File: src/rtl/eq_pkg.sv
// Shared constants, types and helpers for the biquad cascade sequencer.
package eq_pkg;

  localparam int unsigned NUM_COEF  = 5;
  localparam int unsigned ACC_W     = 40;
  localparam int unsigned FRAC_BITS = 15;

  typedef enum logic [2:0] {
    B0 = 3'd0,
    B1 = 3'd1,
    B2 = 3'd2,
    A1 = 3'd3,
    A2 = 3'd4
  } coef_idx_e;

  typedef logic [1:0] state_t;
  localparam state_t ST_IDLE = 2'd0;
  localparam state_t ST_MAC  = 2'd1;
  localparam state_t ST_WB   = 2'd2;
  localparam state_t ST_DONE = 2'd3;

  // Clamp an already-scaled accumulator value into the signed 16-bit range.
  function automatic logic signed [15:0] sat16(input logic signed [ACC_W-1:0] v);
    if (v > 40'sd32767) return 16'sh7fff;
    if (v < -40'sd32768) return 16'sh8000;
    return 16'(v);
  endfunction

endpackage

File: src/rtl/biquad_mac.sv
// Pipelined multiply-accumulate: product and control are registered, the
// 40-bit accumulator folds the registered product in; acc_c is its next value.
module biquad_mac
  import eq_pkg::*;
(
  input  logic                    clk,
  input  logic                    reset,
  input  logic                    clear,
  input  logic                    accumulate,
  input  logic                    subtract,
  input  logic [15:0]             coef,
  input  logic [15:0]             data,
  output logic signed [ACC_W-1:0] acc_c
);

  logic signed [31:0]      prod_d, prod_q;
  logic                    clear_d, clear_q;
  logic                    accumulate_d, accumulate_q;
  logic                    subtract_d, subtract_q;
  logic signed [ACC_W-1:0] base_c, acc_d, acc_q;

  always_comb begin
    prod_d       = $signed(coef) * $signed(data);
    clear_d      = clear;
    accumulate_d = accumulate;
    subtract_d   = subtract;
    base_c       = clear_q ? '0 : acc_q;
    acc_d        = acc_q;
    if (accumulate_q) begin
      acc_d = subtract_q ? base_c - ACC_W'(prod_q) : base_c + ACC_W'(prod_q);
    end
  end

  always_ff @(posedge clk or posedge reset) begin
    if (reset) begin
      prod_q       <= '0;
      clear_q      <= 1'b0;
      accumulate_q <= 1'b0;
      subtract_q   <= 1'b0;
      acc_q        <= '0;
    end else begin
      prod_q       <= prod_d;
      clear_q      <= clear_d;
      accumulate_q <= accumulate_d;
      subtract_q   <= subtract_d;
      acc_q        <= acc_d;
    end
  end

  assign acc_c = acc_d;

endmodule

File: src/rtl/biquad_cascade_sequencer.sv
// Time-multiplexed biquad cascade with double-buffered coefficients.
// Define BIQUAD_SAT_EN to saturate each stage result instead of wrapping.
module biquad_cascade_sequencer
  import eq_pkg::*;
#(
  parameter int unsigned NUM_STAGES = 4,
  parameter int unsigned COEF_AW    = $clog2(NUM_STAGES * 5)
) (
  input  logic               clk,
  input  logic               reset,
  input  logic               sample_valid,
  input  logic [15:0]        sample_in,
  output logic               out_valid,
  output logic [15:0]        sample_out,
  output logic               busy,
  input  logic               coef_we,
  input  logic [COEF_AW-1:0] coef_addr,
  input  logic [15:0]        coef_wdata,
  input  logic               coef_commit,
  output logic               coef_committed,
  output logic               overrun,
  input  logic               overrun_clr
);

  localparam int unsigned NUM_CW = NUM_STAGES * NUM_COEF;
  localparam int unsigned STG_W  = (NUM_STAGES > 1) ? $clog2(NUM_STAGES) : 1;
  localparam logic [15:0] UNITY  = 16'h7fff;

  state_t                  state_d, state_q;
  logic [STG_W-1:0]        stage_d, stage_q;
  coef_idx_e               idx_d, idx_q;
  logic [15:0]             xin_d, xin_q;
  logic [15:0]             x1_d [NUM_STAGES];
  logic [15:0]             x1_q [NUM_STAGES];
  logic [15:0]             x2_d [NUM_STAGES];
  logic [15:0]             x2_q [NUM_STAGES];
  logic [15:0]             y1_d [NUM_STAGES];
  logic [15:0]             y1_q [NUM_STAGES];
  logic [15:0]             y2_d [NUM_STAGES];
  logic [15:0]             y2_q [NUM_STAGES];
  logic [15:0]             shadow_d [NUM_CW];
  logic [15:0]             shadow_q [NUM_CW];
  logic [15:0]             active_d [NUM_CW];
  logic [15:0]             active_q [NUM_CW];
  logic                    pending_d, pending_q;
  logic                    out_valid_d, out_valid_q;
  logic [15:0]             sample_out_d, sample_out_q;
  logic                    busy_d, busy_q;
  logic                    coef_committed_d, coef_committed_q;
  logic                    overrun_d, overrun_q;
  logic                    copy_c, mac_clear_c, mac_acc_c, mac_sub_c;
  logic [COEF_AW-1:0]      coef_sel_c;
  logic [15:0]             data_c, y_c;
  logic signed [ACC_W-1:0] acc_c;

  // Operand selection for the current stage/coefficient slot.
  always_comb begin
    coef_sel_c = COEF_AW'(stage_q * NUM_COEF + idx_q);
    mac_sub_c  = (idx_q == A1) || (idx_q == A2);
    case (idx_q)
      B0:      data_c = xin_q;
      B1:      data_c = x1_q[stage_q];
      B2:      data_c = x2_q[stage_q];
      A1:      data_c = y1_q[stage_q];
      A2:      data_c = y2_q[stage_q];
      default: data_c = '0;
    endcase
  end

  biquad_mac u_mac (
    .clk        (clk),
    .reset      (reset),
    .clear      (mac_clear_c),
    .accumulate (mac_acc_c),
    .subtract   (mac_sub_c),
    .coef       (active_q[coef_sel_c]),
    .data       (data_c),
    .acc_c      (acc_c)
  );

  always_comb begin
`ifdef BIQUAD_SAT_EN
    y_c = sat16(acc_c >>> FRAC_BITS);
`else
    y_c = 16'(acc_c >>> FRAC_BITS);
`endif
  end

  // Coefficient banks, commit handshake and overrun flag.
  always_comb begin
    shadow_d = shadow_q;
    active_d = active_q;
    copy_c   = (state_q == ST_IDLE) && pending_q;
    if (copy_c) active_d = shadow_q;
    if (coef_we && (32'(coef_addr) < NUM_CW)) shadow_d[coef_addr] = coef_wdata;
    pending_d        = (pending_q && !copy_c) || coef_commit;
    coef_committed_d = copy_c;
    overrun_d        = (sample_valid && (state_q != ST_IDLE)) || (overrun_q && !overrun_clr);
  end

  // Sequencer: five MAC slots then a write-back per stage, one DONE per sample.
  always_comb begin
    state_d      = state_q;
    stage_d      = stage_q;
    idx_d        = idx_q;
    xin_d        = xin_q;
    x1_d         = x1_q;
    x2_d         = x2_q;
    y1_d         = y1_q;
    y2_d         = y2_q;
    sample_out_d = sample_out_q;
    out_valid_d  = 1'b0;
    mac_clear_c  = 1'b0;
    mac_acc_c    = 1'b0;
    case (state_q)
      ST_IDLE: begin
        if (sample_valid) begin
          xin_d   = sample_in;
          stage_d = '0;
          idx_d   = B0;
          state_d = ST_MAC;
        end
      end
      ST_MAC: begin
        mac_acc_c   = 1'b1;
        mac_clear_c = (idx_q == B0);
        if (idx_q == A2) state_d = ST_WB;
        else idx_d = coef_idx_e'(3'(idx_q + 3'd1));
      end
      ST_WB: begin
        x2_d[stage_q] = x1_q[stage_q];
        x1_d[stage_q] = xin_q;
        y2_d[stage_q] = y1_q[stage_q];
        y1_d[stage_q] = y_c;
        xin_d         = y_c;
        idx_d         = B0;
        if (32'(stage_q) == NUM_STAGES - 1) begin
          state_d = ST_DONE;
        end else begin
          stage_d = STG_W'(stage_q + 1'b1);
          state_d = ST_MAC;
        end
      end
      ST_DONE: begin
        sample_out_d = xin_q;
        out_valid_d  = 1'b1;
        state_d      = ST_IDLE;
      end
      default: state_d = ST_IDLE;
    endcase
    busy_d = (state_d != ST_IDLE);
  end

  always_ff @(posedge clk or posedge reset) begin
    if (reset) begin
      state_q          <= ST_IDLE;
      stage_q          <= '0;
      idx_q            <= B0;
      xin_q            <= '0;
      pending_q        <= 1'b0;
      out_valid_q      <= 1'b0;
      sample_out_q     <= '0;
      busy_q           <= 1'b0;
      coef_committed_q <= 1'b0;
      overrun_q        <= 1'b0;
      for (int unsigned s = 0; s < NUM_STAGES; s++) begin
        x1_q[s] <= '0;
        x2_q[s] <= '0;
        y1_q[s] <= '0;
        y2_q[s] <= '0;
      end
      for (int unsigned i = 0; i < NUM_CW; i++) begin
        shadow_q[i] <= (i % NUM_COEF == 0) ? UNITY : '0;
        active_q[i] <= (i % NUM_COEF == 0) ? UNITY : '0;
      end
    end else begin
      state_q          <= state_d;
      stage_q          <= stage_d;
      idx_q            <= idx_d;
      xin_q            <= xin_d;
      pending_q        <= pending_d;
      out_valid_q      <= out_valid_d;
      sample_out_q     <= sample_out_d;
      busy_q           <= busy_d;
      coef_committed_q <= coef_committed_d;
      overrun_q        <= overrun_d;
      x1_q             <= x1_d;
      x2_q             <= x2_d;
      y1_q             <= y1_d;
      y2_q             <= y2_d;
      shadow_q         <= shadow_d;
      active_q         <= active_d;
    end
  end

  assign out_valid      = out_valid_q;
  assign sample_out     = sample_out_q;
  assign busy           = busy_q;
  assign coef_committed = coef_committed_q;
  assign overrun        = overrun_q;

endmodule

File: config.mk
export PLATFORM = sky130hd
export DESIGN_NAME = biquad_cascade_sequencer
export DESIGN_NICKNAME = d
export VERILOG_FILES = /design/src/rtl/eq_pkg.sv /design/src/rtl/biquad_mac.sv /design/src/rtl/biquad_cascade_sequencer.sv
export SDC_FILE = /design/constraint.sdc
export NUM_CORES = 2
export LEC_CHECK = 0
export ABC_AREA = 1
export BUFFER_PORTS_ARGS = -buffer_cell sky130_fd_sc_hd__buf_2
export CORE_UTILIZATION = 40
export DETAILED_ROUTE_END_ITERATION = 10
export SLEW_MARGIN = 20
export SYNTH_ARGS = -nofsm -noshare
export SYNTH_HDL_FRONTEND = slang
export SYNTH_SLANG_ARGS = --single-unit
File: constraint.sdc
create_clock -name clk -period 70.6 [get_ports clk]
set_input_delay 14.12 -clock clk [delete_from_list [all_inputs] [get_ports clk]]
set_output_delay 14.12 -clock clk [all_outputs]
set_load 0.03 [all_outputs]
-- Yosys cells after proc, flatten, opt, wreduce, memory -nomap -nowiden
Index checks and enable logic that the tools add are counted.
- divide/modulo/power cells: 0
- shifts and indexed selects: 0
- multiply operators: 2
- reduce and logical (&&, ||, !) cells: 21
- equality and inequality tests: 11
- bitwise gates (word level): 3
- $add $sub $neg: 5
- mux-type cells: 43
- magnitude comparators: 6
- operator list (operator ; number):
    320-bit bitwise mux ; 1
    64-bit bitwise mux ; 4
    16-bit two-way mux ; 13
    16-bit binary-select mux with 2-bit select ; 4
    16-bit binary-select mux with 5-bit select ; 1
    16-bit demux with 5-bit select ; 1
    40-bit two-way mux ; 2
    16-bit case mux with 5 select lines ; 1
    40-bit by 32-bit adder with 40-bit output ; 1
    40-bit by 32-bit subtractor with 40-bit output ; 1
    16-bit demux with 2-bit select ; 1
    16-bit by 16-bit multiplier with 32-bit output ; 1
    16-bit case mux with 2 select lines ; 1
    31-bit two-way mux ; 1
    6-bit >= comparator, second input constant ; 2
    5-bit NOT with 6-bit output ; 2
    2-bit two-way mux ; 5
    3-bit case mux with 3 select lines ; 1
    2-bit case mux with 4 select lines ; 1
    1-bit logical AND ; 7
    2-bit equality test, second input constant ; 3
    3-bit by 2-bit equality test with 1-bit output, second input constant ; 2
    6-bit by 1-bit less-than comparator with 1-bit output, second input constant ; 1
    3-bit two-way mux ; 2
    22 further kinds ; 32
- memory bits (writable): 0
- logic and storage cells: 163
- register bits: 1015
- ROM bits: 0
- bits of input ports: 43
- latch bits: 0
- memories: 0
- output and inout bits: 20

-- Logic depth before layout (Yosys ltp)
- depth after elaboration: 7
- depth in mapped cells: 38
- depth with buffers taken out: 37

-- By module
A second synthesis with hierarchy kept.
- cell total of the unflattened synthesis: 7200
- area, all modules: 57303.7 sq um
- modules (own cells, without submodules) (module ; sequential area each (sq um) ; times used ; cells an instance ; area each (sq um)):
    biquad_cascade_sequencer ; 23672.7 ; 1 ; 4855 ; 40498.8
    biquad_mac ; 1876.8 ; 1 ; 2345 ; 16804.9

-- Least setup slack after synthesis
OpenSTA, ideal clock, no wires.
- kind: input to register
- from: input coef_we
- to: register shadow_q[68] in the netlist's numbering
- arrival time: 15.184 ns
- path slack: 55.337 ns
- path buffers: 1
- setup time: 0.079 ns
- cell stages on the path: 6
- path through: inv_1 nor3_1 and2_0 clkbuf_1 nand2_1 o21ai_0
- longest elaborated chain between the ends: 1
- ends and longest elaborated chain (item ; line ; RTL):
    from (decl) ; biquad_cascade_sequencer.sv:16 ; input logic coef_we,
    1-bit logical AND ; biquad_cascade_sequencer.sv:95 ; if (coef_we && (32'(coef_addr) < NUM_CW)) shadow_d[coef_addr] = coef_wdata;
    to (signal, indexed assignment) ; biquad_cascade_sequencer.sv:173 ; shadow_q[i] <= (i % NUM_COEF == 0) ? UNITY : '0;
    to (signal assigned) ; biquad_cascade_sequencer.sv:191 ; shadow_q <= shadow_d;
    to (decl) ; biquad_cascade_sequencer.sv:42 ; logic [15:0] shadow_q [NUM_CW];
No other way between the ends.
A chain may end at the register's enable or synchronous reset.

==> impl_metrics.py <==
metrics = {
    "synth": {
        "synth_edf_count": 0,
        "synth_area_um2": 54550,
        "ys_seq_elements": 1005,
        "ys.flop_type": "dfrtp_1",
        "synthCells": 6548,
        "synth.distinct_cells": 59,
        "synth_top_family_by_area": "simple AND/OR/NAND/NOR gates",
        "synth_mux_area_frac": 0,
        "yosys_warnings": 0,
        "synth_xor_area_frac": 0.01184,
        "syn_area_per_cell_um2": 8.331,
        "yosys.area_share.simple": 0.2245,
        "synthArstFlopShare": 1.000,
        "synth_area_leader_cell": "dfrtp_1",
        "synth_compound_area_frac": 0.1082,
        "synth_fa_ha_area_frac": 0.1236,
        "ys_seq_area_frac": 0.4638,
        "synth.area.top_cells": "dfrtp_1 41%, nand2_1 16%, fa_1 9.5%",
        "synth_top_area_frac": 0.4060,
        "syn_nets": 6975,
    },
    "detailed_routing": {
        "detail-route-antenna-nets": 0,
        "drcViolationCount": 0,
        "wl_per_cell_um": 18.20,
        "drt-total-wl_mm": 151.3,
        "via_per_inst": 5.180,
        "firstDrtPassIters": 6,
        "drt_iter0_drc": 3662,
        "via_count": 43070,
    },
    "place": {
        "gp_congestion": 0.8828,
        "io_buffers": 62,
        "placed_cell_area_um2": 56160,
        "dpl.hpwl_mm": 97.81,
    },
    "finish": {
        "postLayoutCellArea_um2": 59840,
        "layout-drive-gt1-share": 0.07840,
        "fin_nets": 6868,
        "fillers": 13350,
        "final_core_util": 0.4423,
        "areaGrowthSynthToFinish_pct": 9.696,
        "multi_input_area_um2": 25600,
        "regArea_um2": 25300,
    },
    "sta": {
        "min_period_over_period": 0.2376,
        "fin_crit_ps": 16770,
        "final_hold_viol_count": 0,
        "slew-limit-headroom": 0.2342,
        "finalSetupViolCount": 0,
        "fin_tns_setup_ps": 0,
        "fin_skew_ps": 61.39,
        "rsz0062_at_grt": "no",
        "drv_slew": 0,
        "fmax_ghz": 0.05962,
        "worst_slew_pin_slew_ps": 1149,
    },
    "setup_path": {
        "crit_chain": "buf_2, inv_8, buf_16, buf_4, buf_4, buf_4",
        "crit_buf_inv": 6,
        "criticalPathCategory": "in2async",
        "crit_family": "buffers and inverters",
        "cp_max_fo": 101,
        "slowest_delay_ps": 860,
        "crit_top_cell": "buf_4",
        "cpMaxStageDelayCell": "buf_4",
        "critPathRequiredTime_ps": 71290,
        "startpoint_type": "input port",
        "cp-end-kind": "async pin",
        "crit_arrival_ps": 17460,
    },
    "cts": {
        "cts_htree_levels": 3,
        "cts_max_path_buffers": 3,
        "root_buffer": "clkbuf_16",
        "cts.sinks": 1005,
        "clock_latency_ps": 760,
        "tritoncts": "yes",
        "postCtsHoldBufs": 0,
        "clkTransAtPathRegs_ps": 60,
        "numCtsBuffers": 105,
        "cts.repair.resized": 0,
        "post_cts_buffers": 0,
    },
    "status": {
        "outcome": "finished, final reports clean",
    },
    "floorplanning": {
        "chipWidth_um": 371.3,
        "dieArea_um2": 137900,
        "rows": 135,
        "core_um2": 135300,
        "pin_count": 63,
        "start_util": 0.4032,
        "fp.dieH_um": 371.3,
    },
    "grt": {
        "grt_antenna_before_repair": 10,
        "grt_max_degree": 206,
        "grt_pass1_vias": 42190,
        "overflow": 0,
        "grt_first_pass_wirelength_mm": 241.1,
        "grt_usage": 0.2226,
    },
    "job": {
        "cap_violations": 0,
    },
    "hold_path": {
        "worstHoldPathType": "reg2reg",
    },
}
[sequential cells by signal, summed over array words and instances (netlist names), 2 cells and up]
signal        cells
sample_out       16
u_mac.prod_q     31
x1_q             64
shadow_q        320
stage_q           2
u_mac.acc_q      31
x2_q             64
xin_q            16
y2_q             64
idx_q             3
state_q           2
active_q        320
y1_q             64
[final timing paths]
check	from	slack (ps)	cells past startpoint	endpoint
hold / removal	shadow_q[308]	440	2	active_q[308]
max in group clk	busy	54960	1	busy
setup reg to reg	stage_q[0]	60940	34	u_mac.prod_q[28]
hold reg to reg	shadow_q[308]	440	2	active_q[308]
min in group asynchronous	reset	13340	2	x1_q[57]
setup / recovery	reset	53830	6	y1_q[23]
[kinds of logic (layout without fill, tap and decap cells)]
| kind of cell | count (synthesis) | in the layout |
|---|---|---|
| simple gates | 3074 | 3074 |
| compound gates | 1095 | 1095 |
| flops | 1005 | 1005 |
| buf+inv | 918 | 901 |
| fa+ha+maj | 384 | 384 |
| xor+xnor | 72 | 72 |
| other cells | 0 | 2 |
[cells in the final DEF, fill, tap and decap left out, types with 29 or more instances in the layout]
master | Yosys | final
o21ai_1 | 52 | 52
nor2_1 | 395 | 393
o21ai_0 | 688 | 688
a21oi_1 | 219 | 219
dfstp_2 | 120 | 120
clkbuf_1 | 210 | 29
inv_2 | 38 | 35
dfrtp_1 | 885 | 883
clkbuf_16 | 0 | 106
buf_2 | 95 | 62
fa_1 | 258 | 258
xor2_1 | 49 | 49
inv_1 | 534 | 531
nand3_1 | 223 | 223
ha_1 | 126 | 124
nand2_1 | 2353 | 2348
buf_4 | 22 | 66
[worst register-to-register path, delay by kind of cell, from the launching register on]
family	cells	cell delay [ps]
buffers and inverters	7	1010
adders and majority gates	10	4310
xor gates and xnor gates	1	870
and+or+nand+nor	14	2230
DFF	1	710
AOI/OAI and AO/OA	2	380
[layout make-up]
class	count	share of cell area
timing repair buffer	132	0.01478
tap	1781	0.03724
sequential	1005	0.4229
inverter	572	0.03626
clock inverter	35	0.008489
clock buffer	162	0.05236
antenna	2	0.00008364
multi-input combinational	4625	0.4279
[routing by layer]
layer / wire length, um / global-route usage / vias up
li1: - / - / 20460
met1: 68120 / 0.3059 / 21240
met2: 70880 / 0.3657 / 1143
met3: 8316 / 0.03275 / 223
met4: 3972 / 0.06149 / 4
met5: 23 / 0 / -
[Yosys cell counts (17+ instances only)]
cell	number
dfstp_2	120
a22oi_1	19
buf_2	95
nand2_1	2353
buf_4	22
ha_1	126
o21ai_0	688
inv_1	534
nand3_1	223
a21oi_1	219
o22ai_1	23
xor2_1	49
dfrtp_1	885
and2_1	17
o21ai_1	52
xnor2_1	21
clkbuf_1	210
nand4_1	25
fa_1	258
nor2_1	395
inv_2	38
[per-stage QoR]
| step | worst slack [ps] | hold slack, ps | cells |
|---|---|---|---|
| after floorplan | 28400 | 436.6 | 6548 |
| after global placement | 52860 | 448.3 | 8114 |
| after detailed placement | 52880 | 453.1 | 8114 |
| after CTS | 53610 | 446.6 | 8311 |
| after global routing | 53340 | 461.3 | 8313 |
| final | 53830 | 443.2 | 8314 |
Power is left out: the tool's default activity adds up to more than one toggle a clock period on the data nets, which glitch-free logic cannot reach.
